<file path="config.mk">
export PLATFORM = sky130hd
export DESIGN_NAME = rename_register_file
export DESIGN_NICKNAME = d
export VERILOG_FILES = /design/src/rtl/rename_register_file.sv
export SDC_FILE = /design/constraint.sdc
export NUM_CORES = 2
export LEC_CHECK = 0
export BUFFER_PORTS_ARGS = -buffer_cell sky130_fd_sc_hd__buf_2
export CORE_UTILIZATION = 63
export DETAILED_ROUTE_END_ITERATION = 10
export GPL_TIMING_DRIVEN = 0
export MAX_ROUTING_LAYER = met4
export PLACE_DENSITY = 0.85
export SYNTH_ARGS = -nofsm -noshare
export SYNTH_HDL_FRONTEND = slang
export SYNTH_SLANG_ARGS = --single-unit
export TNS_END_PERCENT = 1
</file>
<file path="constraint.sdc">
create_clock -name clk_in -period 2.6 [get_ports clk_in]
set_input_delay 0.26 -clock clk_in [delete_from_list [all_inputs] [get_ports clk_in]]
set_output_delay 0.26 -clock clk_in [all_outputs]
set_load 0.02 [all_outputs]
</file>
<file path="src/rtl/rename_register_file.sv">
// Architectural register file with a per-register rename tag table.
// Launch claims a register for a ROB entry; commit writes the value and releases the claim if still owned.

module rename_reg_entry #(
    parameter int ROB_ID_WIDTH = 5,
    parameter int DATA_WIDTH   = 32
) (
    input  logic                    clk_in,
    input  logic                    rst_in,
    input  logic                    rdy_in,
    input  logic                    clear_in,
    input  logic                    launch_hit,
    input  logic [ROB_ID_WIDTH-1:0] launch_rob_id,
    input  logic                    commit_hit,
    input  logic [ROB_ID_WIDTH-1:0] commit_rob_id,
    input  logic [DATA_WIDTH-1:0]   commit_value,
    output logic [ROB_ID_WIDTH-1:0] tag,
    output logic [DATA_WIDTH-1:0]   value
);
    always_ff @(posedge clk_in or negedge rst_in) begin
        if (!rst_in) begin
            tag   <= '0;
            value <= '0;
        end else if (rdy_in) begin
            if (commit_hit)
                value <= commit_value;
            // Flush beats launch; launch beats release so a younger producer keeps ownership.
            if (clear_in)
                tag <= '0;
            else if (launch_hit)
                tag <= launch_rob_id;
            else if (commit_hit && tag == commit_rob_id)
                tag <= '0;
        end
    end
endmodule

module rename_register_file #(
    parameter int REG_NUM      = 32,
    parameter int ROB_ID_WIDTH = 5,
    parameter int DATA_WIDTH   = 32,
    localparam int REG_ID_W    = $clog2(REG_NUM)
) (
    input  logic                    clk_in,
    input  logic                    rst_in,
    input  logic                    rdy_in,
    input  logic                    clear_in,
    input  logic                    launch_ready_in,
    input  logic [ROB_ID_WIDTH-1:0] launch_rob_id_in,
    input  logic [REG_ID_W-1:0]     launch_reg_id_in,
    input  logic                    commit_ready_in,
    input  logic [ROB_ID_WIDTH-1:0] commit_rob_id_in,
    input  logic [REG_ID_W-1:0]     commit_reg_id_in,
    input  logic [DATA_WIDTH-1:0]   commit_value_in,
    input  logic [REG_ID_W-1:0]     ask_rd_1_in,
    input  logic [REG_ID_W-1:0]     ask_rd_2_in,
    output logic [ROB_ID_WIDTH-1:0] dep_rd_1_out,
    output logic [DATA_WIDTH-1:0]   dep_value_1_out,
    output logic [ROB_ID_WIDTH-1:0] dep_rd_2_out,
    output logic [DATA_WIDTH-1:0]   dep_value_2_out,
    output logic [31:0]             commit_cnt_out
);
    logic [REG_NUM-1:0][ROB_ID_WIDTH-1:0] tag_q;
    logic [REG_NUM-1:0][DATA_WIDTH-1:0]   value_q;

    // x0 has no storage: it reads as tag 0, value 0 and silently drops writes.
    assign tag_q[0]   = '0;
    assign value_q[0] = '0;

    for (genvar r = 1; r < REG_NUM; r++) begin : g_reg
        rename_reg_entry #(
            .ROB_ID_WIDTH(ROB_ID_WIDTH),
            .DATA_WIDTH  (DATA_WIDTH)
        ) u_entry (
            .clk_in       (clk_in),
            .rst_in       (rst_in),
            .rdy_in       (rdy_in),
            .clear_in     (clear_in),
            .launch_hit   (launch_ready_in && launch_reg_id_in == REG_ID_W'(r)),
            .launch_rob_id(launch_rob_id_in),
            .commit_hit   (commit_ready_in && commit_reg_id_in == REG_ID_W'(r)),
            .commit_rob_id(commit_rob_id_in),
            .commit_value (commit_value_in),
            .tag          (tag_q[r]),
            .value        (value_q[r])
        );
    end

    // Reads see pre-edge state only; same-cycle forwarding is the ROB's job.
    assign dep_rd_1_out    = tag_q[ask_rd_1_in];
    assign dep_value_1_out = value_q[ask_rd_1_in];
    assign dep_rd_2_out    = tag_q[ask_rd_2_in];
    assign dep_value_2_out = value_q[ask_rd_2_in];

    always_ff @(posedge clk_in or negedge rst_in) begin
        if (!rst_in)
            commit_cnt_out <= '0;
        else if (rdy_in && commit_ready_in)
            commit_cnt_out <= commit_cnt_out + 32'd1;
    end
endmodule

</file>
# Word level (Yosys, flattened, before mapping)
# Cells that the tools add are included.
# word_totals
ff_bits	1179
inputBits	68
out_inout_bits	106
elab_cells	447
# op_classes
addsub	1
n_lt_le_gt_ge	2
eq_ne	93
muxes	101
reduce_logical	187
# ops
op	n
5-bit two-way mux	95
32-bit binary-select mux with 5-bit select	2
5-bit == test (second input constant)	32
5-bit == test	31
2-bit AND reduction	62
1-bit logical AND	94
3-bit nonzero test	31
5-bit by 4-bit == test with 1-bit output (second input constant)	16
32-bit two-way mux	2
5-bit binary-select mux with 5-bit select	2
5-bit by 3-bit == test with 1-bit output (second input constant)	8
32-bit by 1-bit adder with 32-bit output (second input constant)	1
5-bit by 2-bit == test with 1-bit output (second input constant)	4
5-bit by 6-bit less-than comparator with 1-bit output (second input constant)	2
5-bit by 1-bit == test with 1-bit output (second input constant)	2

# Depth between registers and ports, before layout
# logic_depth
word_depth	6
mapped_depth	9
ltp_nobuf	6

# Hierarchy
# From an unflattened synthesis, not the netlist that was laid out.
# hier_totals
cells_unflattened	4863
area_unflattened_um2	65703.0
# modules_own_cells
module	n_inst	cells_per_inst	area_each_um2	seq_area_each_um2
rename_reg_entry	31	97	1460.2	925.9
rename_register_file	1	1856	20438.4	800.8

# Worst setup path before layout
# No wires, ideal clock.
# synth_timing
path_type	input -> output
from	input port ask_rd_1_in[0]
to	output port dep_value_1_out[10]
t_arrival_ns	1.943
required_ns	2.340
slack_ns	0.397
stages	7
n_path_buf	3
path_cell_list	buf_2 -> buf_2 -> buf_2 -> mux4_2 -> a22o_1 -> o21ai_0 -> o21ai_0
# synth_via
elab_chain_len	2
# synth_rtl
element	line_no	rtl
start, declared	55	input logic [REG_ID_W-1:0] ask_rd_1_in,
32-bit binary-select mux with 5-bit select	91	assign dep_value_1_out = value_q[ask_rd_1_in];
32-bit two-way mux (implied by the code)	91	
end, declared	58	output logic [DATA_WIDTH-1:0] dep_value_1_out,
# Every way passes these cells. The select of a mux whose other input is x is not followed.

# Worst setup path in the final report
# layout_timing
from	input port ask_rd_2_in[1]
to	output port dep_value_2_out[23]
# layout_via
elab_chain_len	2
# layout_rtl
element	line_no	rtl
start, declared	56	input logic [REG_ID_W-1:0] ask_rd_2_in,
32-bit binary-select mux with 5-bit select	93	assign dep_value_2_out = value_q[ask_rd_2_in];
32-bit two-way mux (implied by the code)	93	
end, declared	60	output logic [DATA_WIDTH-1:0] dep_value_2_out,
# Every way passes these cells. The select of a mux whose other input is x is not followed.

==> results.md <==
* Clock buffer count from CTS at 120
* Pins over their slew limit at 0
* Root Buffer: clkbuf_16
* RSZ-0062 raised after global routing: yes
* CP endpoint kind: output port
* Post-DP HPWL at 161000 µm
* Sw frac at 0.287
* DR DRC count at 0
* Num rows at 117
* GPL Wtd Cong at 1.02
* Synthesized flop and latch total at 1179
* Via count at 50730
* Sequential-to-total area share from yosys stat at 0.451
* # nets final at 5311
* # hold bufs at CTS at 34
* Largest net degree at the start of global routing at 160
* First-pass DRT Iterations at 9
* Tot GR Track Use at 0.469
* Iter 0 DRT Violations at 8274
* Final WL at 241000 µm
* Max-slew headroom at 0.0761
* Static Leak at 34.2 nW
* Crit Path Max Fanout at 10
* First-pass GRT wire length at 348000 µm
* Ports at 174
* Multi-input gate area in the final layout at 0.0341 mm²
* Worst Hold Class: in2async
* Req. time, crit path at 2.34 ns
* Syn Area/Cell at 13.3 µm²
* H-tree depth at 3
* Synthesis warning total at 0
* Cell variety after synth at 44
* CP arrival at 2.65 ns
* Post-Route Setup TNS at -19.64 ns
* VDD IR-drop max at 0.637 mV
* Die ar. at 0.105 mm²
* Dpl cell area at 0.0682 mm²
* Slew @ Worst Pin at 1.39 ns
* Vias per std cell at 7.55
* Register area at 0.0295 mm²
* Fillers at 6516
* Worst-Skew Late Latency at 0.78 ns
* Pwr per Cell Area at 687 mW/mm²
* Failing checks: hold timing, setup timing
* Startpoint types: input pin
* Mapped Nets at 4986
* Final ANT Viol Nets at 0
* Pre-CTS setup slack at -1.35 ns
* Internal power at 36.3 mW
* Fmax at 344 MHz
* Flop pwr share at 0.436
* Port-buffer cells at 157
* CTS tree: yes
* Top FF cell, synth: dfrtp_1
* Status: complete, but fails checks
* Clock Tree Buf Depth at 3
* Setup ws final at -0.306 ns
* Final min period at 2.91 ns
* Hold_ws at -0.534 ns
* Layout area overhead at 13.3%
* Mapped cell area at 0.0655 mm²
* Placed cells at 6449
* Core area at 0.102 mm²
* Number of flops mapped to enable cells by yosys at 0
* Hold Fails Final Rpt at 156
* Initial Utilization at 0.640
* Final Cell Area at 0.0742 mm²
* Die Y at 324 µm
* Vias in the first global route at 51252
* WL/cell at 35.9 µm
* Setup Crit Path Kind: in2out
* Share of layout cells above drive strength 1 at 0.434
* Sink Count at 1179
* Initial antenna violation count at 9
* Mapped Cells at 4917
* Clock Power Share at 0.381
* Combinational power share at 0.183
* Clock Skews at 0.0239 ns
* Switching pwr at 14.6 mW
* Final setup viols at 179
* Total grt overflow at 0
* Non-Filler Instances at 6721
* CTS clk-pin slew, worst paths at 0.06 ns
* FFs w/ async S/R, synth at 1.00
* Final worst path period share at 1.12
* DIE WIDTH at 324 µm
* Total of max-cap violations at 0
==> cells in the mapped netlist (38+ instances only) <==
cell type | count | share of area
mux2_2 | 1047 | 0.18
dfrtp_1 | 1179 | 0.45
o21ai_0 | 218 | 0.017
nor2_1 | 98 | 0.0056
mux4_2 | 444 | 0.15
mux2_1 | 57 | 0.0098
a21oi_1 | 38 | 0.0029
inv_1 | 70 | 0.0040
a22oi_1 | 73 | 0.0084
buf_2 | 181 | 0.014
and3_1 | 95 | 0.0091
xnor2_1 | 115 | 0.015
nand2_1 | 152 | 0.0087
a22o_1 | 148 | 0.020
a21o_1 | 85 | 0.0097
xor2_1 | 71 | 0.0095
o31ai_1 | 54 | 0.0062
clkbuf_1 | 262 | 0.015
mux2i_1 | 185 | 0.028
nand3_1 | 87 | 0.0067
==> sequential cells by signal, summed over array words and instances, names as in the netlist <==
register / flops
g.u_entry.tag: 155
commit_cnt_out: 32
g.u_entry.value: 992
==> power groups by stage <==
stage | clock network [mW] | logic (mW) | registers (mW)
after floorplan | 0 | 5.91 | 21.8
after global placement | 0 | 8.26 | 22.1
after detailed placement | 0 | 8.57 | 22.4
after CTS | 19.2 | 8.90 | 22.1
after global routing | 19.9 | 9.65 | 22.4
final | 19.4 | 9.32 | 22.2
==> layout make-up <==
cell class              instances  share of cell area
repair buffers                206              0.0206
well taps                    1368              0.0231
diodes                         10            0.000337
multi-input cells            3174               0.459
clock buffers                 168              0.0470
plain buffers                 491              0.0365
clock inverters                55              0.0115
inverters                      70             0.00354
flip-flops and latches       1179               0.398
==> cell usage in the layout (no fill, tap or decap), types with 38 or more instances in the layout <==
master / synthesis / routed
mux2i_1: 185 / 170
clkbuf_16: 0 / 124
a22o_1: 148 / 148
nand2_1: 152 / 138
buf_4: 18 / 57
mux2_2: 1047 / 1047
mux4_2: 444 / 444
clkbuf_1: 262 / 187
dfrtp_1: 1179 / 1162
xor2_1: 71 / 71
buf_2: 181 / 273
and3_1: 95 / 95
nor2_1: 98 / 93
nand3_1: 87 / 87
o21ai_0: 218 / 98
a21o_1: 85 / 85
a22oi_1: 73 / 73
clkbuf_2: 0 / 67
a21oi_1: 38 / 38
mux2_1: 57 / 57
o31ai_1: 54 / 39
o21ai_1: 0 / 62
xnor2_1: 115 / 115
o21ai_2: 0 / 52
inv_1: 70 / 70
==> path summary, 6_finish.rpt <==
| check | startpoint | depth (start not counted) | slack (ns) | endpoint |
|---|---|---|---|---|
| min in group clk_in | commit_ready_in | 3 | 0.04 | commit_cnt_out[0]$_DFFE_PN0P_ |
| max in group asynchronous | rst_in | 5 | 0.52 | g_reg[11].u_entry.value[14]$_DFFE_PN0P_ |
| worst max register to register | commit_cnt_out[0]$_DFFE_PN0P_ | 6 | 0.43 | commit_cnt_out[26]$_DFFE_PN0P_ |
| worst min-delay path | rst_in | 1 | -0.53 | g_reg[26].u_entry.tag[4]$_DFFE_PN0P_ |
| worst max-delay path | ask_rd_2_in[1] | 7 | -0.31 | dep_value_2_out[23] |
| worst min register to register | commit_cnt_out[31]$_DFFE_PN0P_ | 1 | 0.48 | commit_cnt_out[31]$_DFFE_PN0P_ |
==> cell families after synthesis <==
| family | after synthesis | synth area share |
|---|---|---|
| adders and majority gates | 1 | 0.000191 |
| AOI/OAI and AO/OA | 704 | 0.0741 |
| and+or+nand+nor | 550 | 0.0422 |
| xor gates and xnor gates | 186 | 0.0249 |
| muxes | 1733 | 0.371 |
| DFF | 1179 | 0.451 |
| buffers and inverters | 564 | 0.0368 |
==> layer usage <==
layer	vias up	global-route usage	wire length [µm]
met5	-	-	0
met4	0	0.322	19700
met3	1268	0.175	35100
met2	4415	0.652	104000
met1	25745	0.569	82100
li1	19302	-	-
==> worst max-delay path, cell delays in order <==
cell and delay (ns):
buf_2 0.27, and2_2 0.61, clkbuf_1 0.66, a22o_1 0.30, o21ai_2 0.09, o21ai_1 0.21, buf_2 0.22
==> repair_timing <==
action,in CTS,in global routing
setup buffers,5,1
pin swaps,11,20
hold endpoints to repair,180,146
resized for setup,422,152
cloned,1,1
setup endpoints to repair,227,317
==> through the flow <==
stage | utilization | total power, mW
detailed placement | 0.666 | 30.9
CTS | 0.720 | 50.1
finish | 0.725 | 50.9
global route | 0.725 | 52.0
global placement | 0.664 | 30.4
floorplan | - | 27.8
Power figures use the tool's default switching activity.
